===== src/rtl/ib_lut_pkg.sv =====
// Shared types and constants for the CN IB-LUT ping-pong loader.
// Latency: n/a (package only).
// Backpressure: n/a (package only).
package ib_lut_pkg;

    // Default magnitude width of one LUT entry (QUAN_SIZE-1)
    localparam int LUT_PORT_SIZE_DEF   = 2;
    // Default LUT address width including the frame-offset bits
    localparam int ENTRY_ADDR_DEF      = 4;
    // Two halves: one read by the CNUs, one being refilled
    localparam int MULTI_FRAME_NUM_DEF = 2;

    // Page address width once the half-select bits are removed
    function automatic int page_w(input int entry_addr, input int multi_frame_num);
        return entry_addr - $clog2(multi_frame_num);
    endfunction

    localparam int PAGE_W_DEF   = page_w(ENTRY_ADDR_DEF, MULTI_FRAME_NUM_DEF);
    localparam int PAGE_NUM_DEF = 2 ** PAGE_W_DEF;

    // Loader FSM
    typedef enum logic [1:0] {
        ST_IDLE  = 2'd0,
        ST_LOAD  = 2'd1,
        ST_READY = 2'd2,
        ST_SWAP  = 2'd3
    } ld_state_e;

endpackage


===== src/rtl/ib_lut_page_cnt.sv =====
// Page counter for the loader: clear, increment, and a flag on the final page.
// Latency: count updates one cycle after clr/inc; last is combinational from the count.
// Backpressure: none; saturates at the final page rather than wrapping.
module ib_lut_page_cnt #(
    parameter int PAGE_W = 3
) (
    input  logic              write_clk,
    input  logic              rstn,
    input  logic              clr,
    input  logic              inc,
    output logic [PAGE_W-1:0] cnt,
    output logic              last
);

    assign last = (cnt == {PAGE_W{1'b1}});

    // Clear has priority; increment stops at the last page so it never wraps
    always_ff @(posedge write_clk or negedge rstn) begin
        if (!rstn) begin
            cnt <= '0;
        end else if (clr) begin
            cnt <= '0;
        end else if (inc && !last) begin
            cnt <= cnt + 1'b1;
        end
    end

endmodule


===== src/rtl/ib_cn_lut_load_ctrl.sv =====
// Ping-pong loader for the symmetric CN IB-LUT; optional checksum via IB_LUT_LOAD_CHKSUM_EN.
// Latency: LUT write issues exactly 1 cycle after a beat is accepted; swap 1 cycle after READY sees a request.
// Backpressure: in_ready is high only while loading; upstream holds beats otherwise.
module ib_cn_lut_load_ctrl
    import ib_lut_pkg::*;
#(
    parameter int LUT_PORT_SIZE   = LUT_PORT_SIZE_DEF,
    parameter int ENTRY_ADDR      = ENTRY_ADDR_DEF,
    parameter int MULTI_FRAME_NUM = MULTI_FRAME_NUM_DEF,
    localparam int PAGE_W         = page_w(ENTRY_ADDR, MULTI_FRAME_NUM)
) (
    input  logic                       write_clk,
    input  logic                       rstn,
    input  logic                       load_start,
    input  logic                       load_abort,
    input  logic                       in_valid,
    output logic                       in_ready,
    input  logic [2*LUT_PORT_SIZE-1:0] in_data,
`ifdef IB_LUT_LOAD_CHKSUM_EN
    input  logic [2*LUT_PORT_SIZE-1:0] chk_data,
`endif
    input  logic                       swap_req,
    output logic [LUT_PORT_SIZE-1:0]   lut_in_bank0,
    output logic [LUT_PORT_SIZE-1:0]   lut_in_bank1,
    output logic [PAGE_W-1:0]          page_write_addr,
    output logic                       write_addr_offset,
    output logic                       we,
    output logic                       read_addr_offset,
    output logic                       swap_done,
    output logic                       shadow_ready,
    output logic                       load_err
);

    ld_state_e         state;
    ld_state_e         state_nxt;
    logic              swap_pending;
    logic [PAGE_W-1:0] page_cnt;
    logic              page_last;
    logic              accept;
    logic              start_ok;
    logic              abort_ok;
    logic              last_beat;
    logic              swap_go;
    logic              chk_ok;

    assign in_ready          = (state == ST_LOAD);
    assign shadow_ready      = (state == ST_READY);
    assign swap_done         = (state == ST_SWAP);
    // The written half is always the one the CNUs are not reading
    assign write_addr_offset = ~read_addr_offset;

    assign accept    = in_valid & in_ready;
    assign start_ok  = (state == ST_IDLE) & load_start;
    assign abort_ok  = (state == ST_LOAD) & load_abort;
    assign last_beat = accept & page_last;
    // A request arriving in the READY cycle itself swaps on the next edge
    assign swap_go   = (state == ST_READY) & (swap_pending | swap_req);

    ib_lut_page_cnt #(
        .PAGE_W (PAGE_W)
    ) u_page_cnt (
        .write_clk (write_clk),
        .rstn      (rstn),
        .clr       (start_ok),
        .inc       (accept),
        .cnt       (page_cnt),
        .last      (page_last)
    );

`ifdef IB_LUT_LOAD_CHKSUM_EN
    logic [2*LUT_PORT_SIZE-1:0] chk_acc;

    // The final beat is folded in combinationally so it is checked in its own accept cycle
    assign chk_ok = ((chk_acc ^ in_data) == chk_data);

    // Running XOR of accepted beats plus a sticky error flag, both reset by a new load
    always_ff @(posedge write_clk or negedge rstn) begin
        if (!rstn) begin
            chk_acc  <= '0;
            load_err <= 1'b0;
        end else if (start_ok) begin
            chk_acc  <= '0;
            load_err <= 1'b0;
        end else begin
            if (accept) begin
                chk_acc <= chk_acc ^ in_data;
            end
            if (last_beat && !abort_ok && !chk_ok) begin
                load_err <= 1'b1;
            end
        end
    end
`else
    assign chk_ok   = 1'b1;
    assign load_err = 1'b0;
`endif

    // Next-state: abort wins over a coincident last beat; a bad checksum drops back to IDLE
    always_comb begin
        state_nxt = state;
        case (state)
            ST_IDLE: begin
                if (start_ok) begin
                    state_nxt = ST_LOAD;
                end
            end
            ST_LOAD: begin
                if (abort_ok) begin
                    state_nxt = ST_IDLE;
                end else if (last_beat) begin
                    state_nxt = chk_ok ? ST_READY : ST_IDLE;
                end
            end
            ST_READY: begin
                if (swap_go) begin
                    state_nxt = ST_SWAP;
                end
            end
            ST_SWAP: begin
                state_nxt = ST_IDLE;
            end
            default: begin
                state_nxt = ST_IDLE;
            end
        endcase
    end

    // State register and half select; the toggle lands on the edge entering SWAP so swap_done and the new offset coincide
    always_ff @(posedge write_clk or negedge rstn) begin
        if (!rstn) begin
            state            <= ST_IDLE;
            read_addr_offset <= 1'b0;
        end else begin
            state <= state_nxt;
            if (swap_go) begin
                read_addr_offset <= ~read_addr_offset;
            end
        end
    end

    // One outstanding swap request at most; the SWAP cycle consumes it
    always_ff @(posedge write_clk or negedge rstn) begin
        if (!rstn) begin
            swap_pending <= 1'b0;
        end else if (state == ST_SWAP) begin
            swap_pending <= swap_req;
        end else if (swap_req) begin
            swap_pending <= 1'b1;
        end
    end

    // Write port: registered copy of each accepted beat, strobe for exactly one cycle
    always_ff @(posedge write_clk or negedge rstn) begin
        if (!rstn) begin
            we              <= 1'b0;
            page_write_addr <= '0;
            lut_in_bank0    <= '0;
            lut_in_bank1    <= '0;
        end else begin
            we <= accept;
            if (accept) begin
                page_write_addr <= page_cnt;
                lut_in_bank0    <= in_data[LUT_PORT_SIZE-1:0];
                lut_in_bank1    <= in_data[2*LUT_PORT_SIZE-1:LUT_PORT_SIZE];
            end
        end
    end

endmodule


===== config.mk =====
export PLATFORM = sky130hd
export DESIGN_NAME = ib_cn_lut_load_ctrl
export DESIGN_NICKNAME = d
export VERILOG_FILES = /design/src/rtl/ib_lut_pkg.sv /design/src/rtl/ib_lut_page_cnt.sv /design/src/rtl/ib_cn_lut_load_ctrl.sv
export SDC_FILE = /design/constraint.sdc
export NUM_CORES = 1
export LEC_CHECK = 0
export CORE_MARGIN = 1.5
export CORE_UTILIZATION = 40
export DETAILED_ROUTE_END_ITERATION = 7
export GPL_ROUTABILITY_DRIVEN = 0
export GPL_TIMING_DRIVEN = 0
export PLACE_DENSITY = 0.8
export SLEW_MARGIN = 5
export SYNTH_ARGS = -nofsm -noshare
export SYNTH_HDL_FRONTEND = slang
export SYNTH_SLANG_ARGS = --single-unit

===== constraint.sdc =====
create_clock -name write_clk -period 3.53 [get_ports write_clk]
set_clock_uncertainty 0.15 [all_clocks]
set_input_delay 0.706 -clock write_clk [delete_from_list [all_inputs] [get_ports write_clk]]
set_output_delay 0.706 -clock write_clk [all_outputs]
set_load 0.03 [all_outputs]

# [After elaboration in Yosys (flattened, before gate mapping)]
# Cells that the tools add are included.
[totals] register_bits=15 word_cells=38
[classes] muxes=9 n_reduce_logical=6 n_addsub=1 eq_ne=7 bitwise_logic=7
[op_table] operator="two-way mux 2 bit" n=4
[op_table] operator="one-hot mux 2 bit (4 select lines)" n=1
[op_table] operator="two-way mux 3 bit" n=2
[op_table] operator="AND 1 bit" n=5
[op_table] operator="equality test 2 bit (second input constant)" n=2
[op_table] operator="nonzero test 2 bit" n=2
[op_table] operator="adder 3 x 1 -> 3 bit (second input constant)" n=1
[op_table] operator="equality test 3 bit (second input constant)" n=1
[op_table] operator="!= test 3 x 1 -> 1 bit (second input constant)" n=1
[op_table] operator="AND reduction 3 bit" n=1
[op_table] operator="equality test 2 x 1 -> 1 bit (second input constant)" n=1
[op_table] operator="logical NOT 2 bit" n=1
[op_table] operator="two-way mux 1 bit" n=2
[op_table] operator="!= test 2 x 1 -> 1 bit (second input constant)" n=1
[op_table] operator="!= test 2 bit (second input constant)" n=1
[op_table] operator="logical AND 1 bit" n=1
[op_table] operator="logical NOT 1 bit" n=1
[op_table] operator="inverter 1 bit" n=1
[op_table] operator="bitwise OR 1 bit" n=1

# [Depth between registers and ports, before layout]
# Gate-level depths: netlist of run 1.
[depth] word_depth=6 mapped_depth=5 depth_no_buf=5

# [Modules after synthesis]
# A second synthesis of run 1 with hierarchy kept.
[hier_totals] hier_cells=54 hier_area_um2=718.2
[modules_own_cells] mod="ib_cn_lut_load_ctrl" n_inst=1 area_per_inst_um2=534.3 cells_per_inst=39
[modules_own_cells] mod="ib_lut_page_cnt" n_inst=1 area_per_inst_um2=183.9 cells_per_inst=15

# [Worst setup path before layout of run 1]
# OpenSTA, ideal clock, no wires.
[synth_timing] kind="register -> output" start="reg state[0]" end="out shadow_ready" t_required_ns=2.674 setup_slack_ns=1.757 path_buffers=0 arrival_ns=0.917 stages_incl_launch_ff=2 cell_sequence="dfrtp_1 nor2b_1"
[synth_between] elab_chain_cells=1
[synth_rtl] element="start: declaration" line="ib_cn_lut_load_ctrl.sv:34" rtl="ld_state_e state;"
[synth_rtl] element="start signal: assignment" line="ib_cn_lut_load_ctrl.sv:134" rtl="state <= state_nxt;"
[synth_rtl] element="equality test 2 bit" line="ib_cn_lut_load_ctrl.sv:47" rtl="assign shadow_ready = (state == ST_READY);"
[synth_rtl] element="end: declaration" line="ib_cn_lut_load_ctrl.sv:30" rtl="output logic shadow_ready,"
# Every way passes these cells.

==> impl_metrics.json, run 1 <==
{
  "worst_setup_path_start_kind": "flip-flop",
  "cp_num_buf_inv": 1,
  "synth_most_common_cell": "dfrtp_1",
  "worstPathCellList": "and2b_2 -> clkdlybuf4s50_1",
  "min_path_type": "reg -> reg",
  "place_ws_ps": 1330,
  "cts.sinks": 15,
  "cts_made_buffers": 3,
  "ant_nets": 0,
  "avgSynthCellArea_um2": 13.7,
  "finalInstanceArea_um2": 940,
  "p_sw_share_pct": 32.5,
  "critPathTopFamily": "buffers and inverters",
  "finalMaxSlewViolations": 0,
  "path_clk_slew_ps": 90,
  "cts_root_buf": "clkbuf_4",
  "fillers": 134,
  "worstSetupPathType": "reg -> out",
  "final_cells": 91,
  "gr-usage-all-layers_pct": 16.1,
  "worst-path-stages": 2,
  "synth_common_cells": "15 x dfrtp_1, 7 x mux2_4, 4 x inv_1, 3 x mux2i_1, 3 x nor2_1",
  "maxCapViolations": 0,
  "vdd_drop_max_mv": 0.227,
  "diodes": 0,
  "reg2reg_depth": 5,
  "final.setup.tns_ps": 0,
  "max_stage_delay_ps": 670,
  "total_power_mw": 0.513,
  "synth_top_cell_by_area": "dfrtp_1",
  "dr.pass1.iters": 2,
  "grt_max_degree": 16,
  "cts_hold_buf": 0,
  "die_w_um": 44.0,
  "synth_area_um2": 673,
  "worst-path-max-fanout": 6,
  "powerDensity_nw_per_um2": 546,
  "placementRows": 14,
  "vias": 444,
  "post_cts.repair.setup_buffers": 0,
  "avgRoutedWirePerCell_um": 13.5,
  "fin_crit_ps": 2510,
  "p_switching_mw": 0.167,
  "p_int_mw": 0.346,
  "whs_path_depth": 1,
  "grt_pass1_vias": 452,
  "p_comb_share_pct": 36.3,
  "nNetsFinal": 88,
  "die_area_um2": 1940,
  "initial_core_util_pct": 43.7,
  "drt_iter0_drc": 1,
  "finalHoldViolCount": 0,
  "grt_pass1_wl_um": 2130,
  "placed_cell_area_um2": 913,
  "fmax_mhz": 398,
  "dp_hpwl_um": 970,
  "status": "completed",
  "cts_buffer_depth": 2,
  "synth-seq-cells": 15,
  "clkLatencyLatePin_ps": 280,
  "cp-end-kind": "primary output",
  "p_seq_share_pct": 44.7,
  "post-route-util_pct": 61.0,
  "synth_nets": 61,
  "synth.top_cells.by_area": "dfrtp_1 56%, mux2_4 16%, mux2i_1 4.5%",
  "post_cts_resized": 0,
  "overflow": 0,
  "synth_cell_type_count": 19,
  "io_pins": 24,
  "grt_setup_unrepaired": "no",
  "tightest_slew_ps": 663,
  "power_leakage_nw": 0.463,
  "fin_crit_sh_pct": 71.2,
  "yosys_warnings": 0,
  "drt_wl_total_um": 1230,
  "synth-edff-count": 0,
  "synth-seq-area-share_pct": 55.8,
  "synth_ff_type": "dfrtp_1",
  "design.core.area_um2": 1540,
  "die_h_um": 44.0,
  "layout-drive-gt1-share_pct": 17.3,
  "antenna_found_initial": 0,
  "synth_top_cell_area_share_pct": 55.8,
  "critPathSlowestCell": "clkdlybuf4s50_1",
  "async_flop_share_pct": 100,
  "vias_per_cell": 4.88,
  "syn2layout_area_growth_pct": 39.6,
  "cts_tree": "yes",
  "worst_ep_required_time_ps": 2670,
  "timing.hold.ws_ps": 364,
  "drc": 0,
  "dp_cells": 87,
  "setup_viol": 0,
  "cts_max_level": 1,
  "power_frac_clock_pct": 19.0,
  "synthCells": 49,
  "timing.final.ws_setup_ps": 1020,
  "cp_data_arrival_time_ps": 1660,
  "io_buffers": 22,
  "slew_headroom_pct": 55.7
}
==> logic make-up (layout without fill, tap and decap cells) <==
| kind of cell | count (synthesis) | in the layout | share of synthesized area [%] |
|---|---|---|---|
| XOR/XNOR | 2 | 2 | 2.60 |
| AO/OA/AOI/OAI | 5 | 5 | 4.83 |
| flip-flops | 15 | 15 | 55.8 |
| adder cells (fa/ha/maj) | 2 | 2 | 3.72 |
| other | 1 | 1 | 0.557 |
| multiplexers | 10 | 10 | 20.1 |
| buffers and inverters | 5 | 31 | 3.35 |
| AND/OR/NAND/NOR | 9 | 9 | 9.11 |
==> power by group through the flow <==
stage / Combinational [mW] / Clock, mW / Sequential [mW]
2_1_floorplan: 0.0682 / 0 / 0.276
3_3_place_gp: 0.184 / 0 / 0.231
3_5_place_dp: 0.189 / 0 / 0.233
4_1_cts: 0.189 / 0.101 / 0.230
5_1_grt: 0.200 / 0.110 / 0.235
6_report: 0.186 / 0.0975 / 0.229
==> state kept, by name, indices dropped and copies added, names as in the netlist, named ones only <==
register / flops
page_write_addr: 3
u_page_cnt.cnt: 3
lut_in_bank0: 2
lut_in_bank1: 2
read_addr_offset: 1
state: 1
swap_pending: 1
we: 1
==> final cells by class <==
type	instances	area [µm²]	share of cell area, %
sequential	15	375	39.9
timing repair buffer	22	220	23.4
multi-input combinational	29	275	29.3
clock buffer	4	26.3	2.80
buffer	1	7.51	0.799
tap	16	20.0	2.13
inverter	4	15.0	1.60
==> cell usage in the layout (no fill, tap or decap) <==
cell type	Yosys	final
ha_1	2	2
inv_1	4	4
nor2_1	3	3
a21oi_1	1	1
a41o_1	1	1
o21ai_0	2	2
nor3b_1	1	1
and4bb_1	1	1
mux2i_1	3	3
clkbuf_1	0	1
xnor2_1	2	2
clkbuf_4	0	3
clkdlybuf4s50_1	0	22
nor2b_1	1	1
buf_4	1	1
mux2_4	7	7
and2b_2	1	1
nand2_1	1	1
nand2_4	1	1
conb_1	1	1
a21o_1	1	1
dfrtp_1	15	15
==> routing by layer <==
layer	vias to the layer above	part of all wire [%]	global-route usage [%]
met5	-	0	0
met3	3	4.4	5.31
li1	216	-	-
met2	12	53	27.4
met1	213	41	17.6
met4	0	2.0	9.09
==> path summary, 6_finish.rpt <==
| kind | end | start | slack (ps) |
|---|---|---|---|
| hold reg to reg | swap_pending$_DFFE_PN0P_ | swap_pending$_DFFE_PN0P_ | 360 |
| min in group asynchronous | async pin | rstn | 670 |
| setup / recovery | in_ready | flip-flop | 1020 |
| hold / removal | swap_pending$_DFFE_PN0P_ | swap_pending$_DFFE_PN0P_ | 360 |
| max in group asynchronous | lut_in_bank1[0]$_DFFE_PN0P_ | rstn | 2130 |
| setup reg to reg | u_page_cnt.cnt[2]$_DFFE_PN0P_ | u_page_cnt.cnt[0]$_DFFE_PN0P_ | 1790 |
Note: power is estimated with default switching activity, not from simulation.
==> run 2, diff against run 1 <==
clock period = 2.4 ns   (was 3.53 ns; I/O delays follow)
==> results of run 2 <==
Same layout as run 1 (identical final DEF). Status: completed.
Main changes from that run: setup slack after placement 1330 ps -> 422 ps; setup slack after layout 1020 ps -> 112 ps; register-to-register setup slack 1790 ps -> 660 ps; total power 0.513 mW -> 0.755 mW; worst IR drop on VDD 0.227 mV -> 0.334 mV
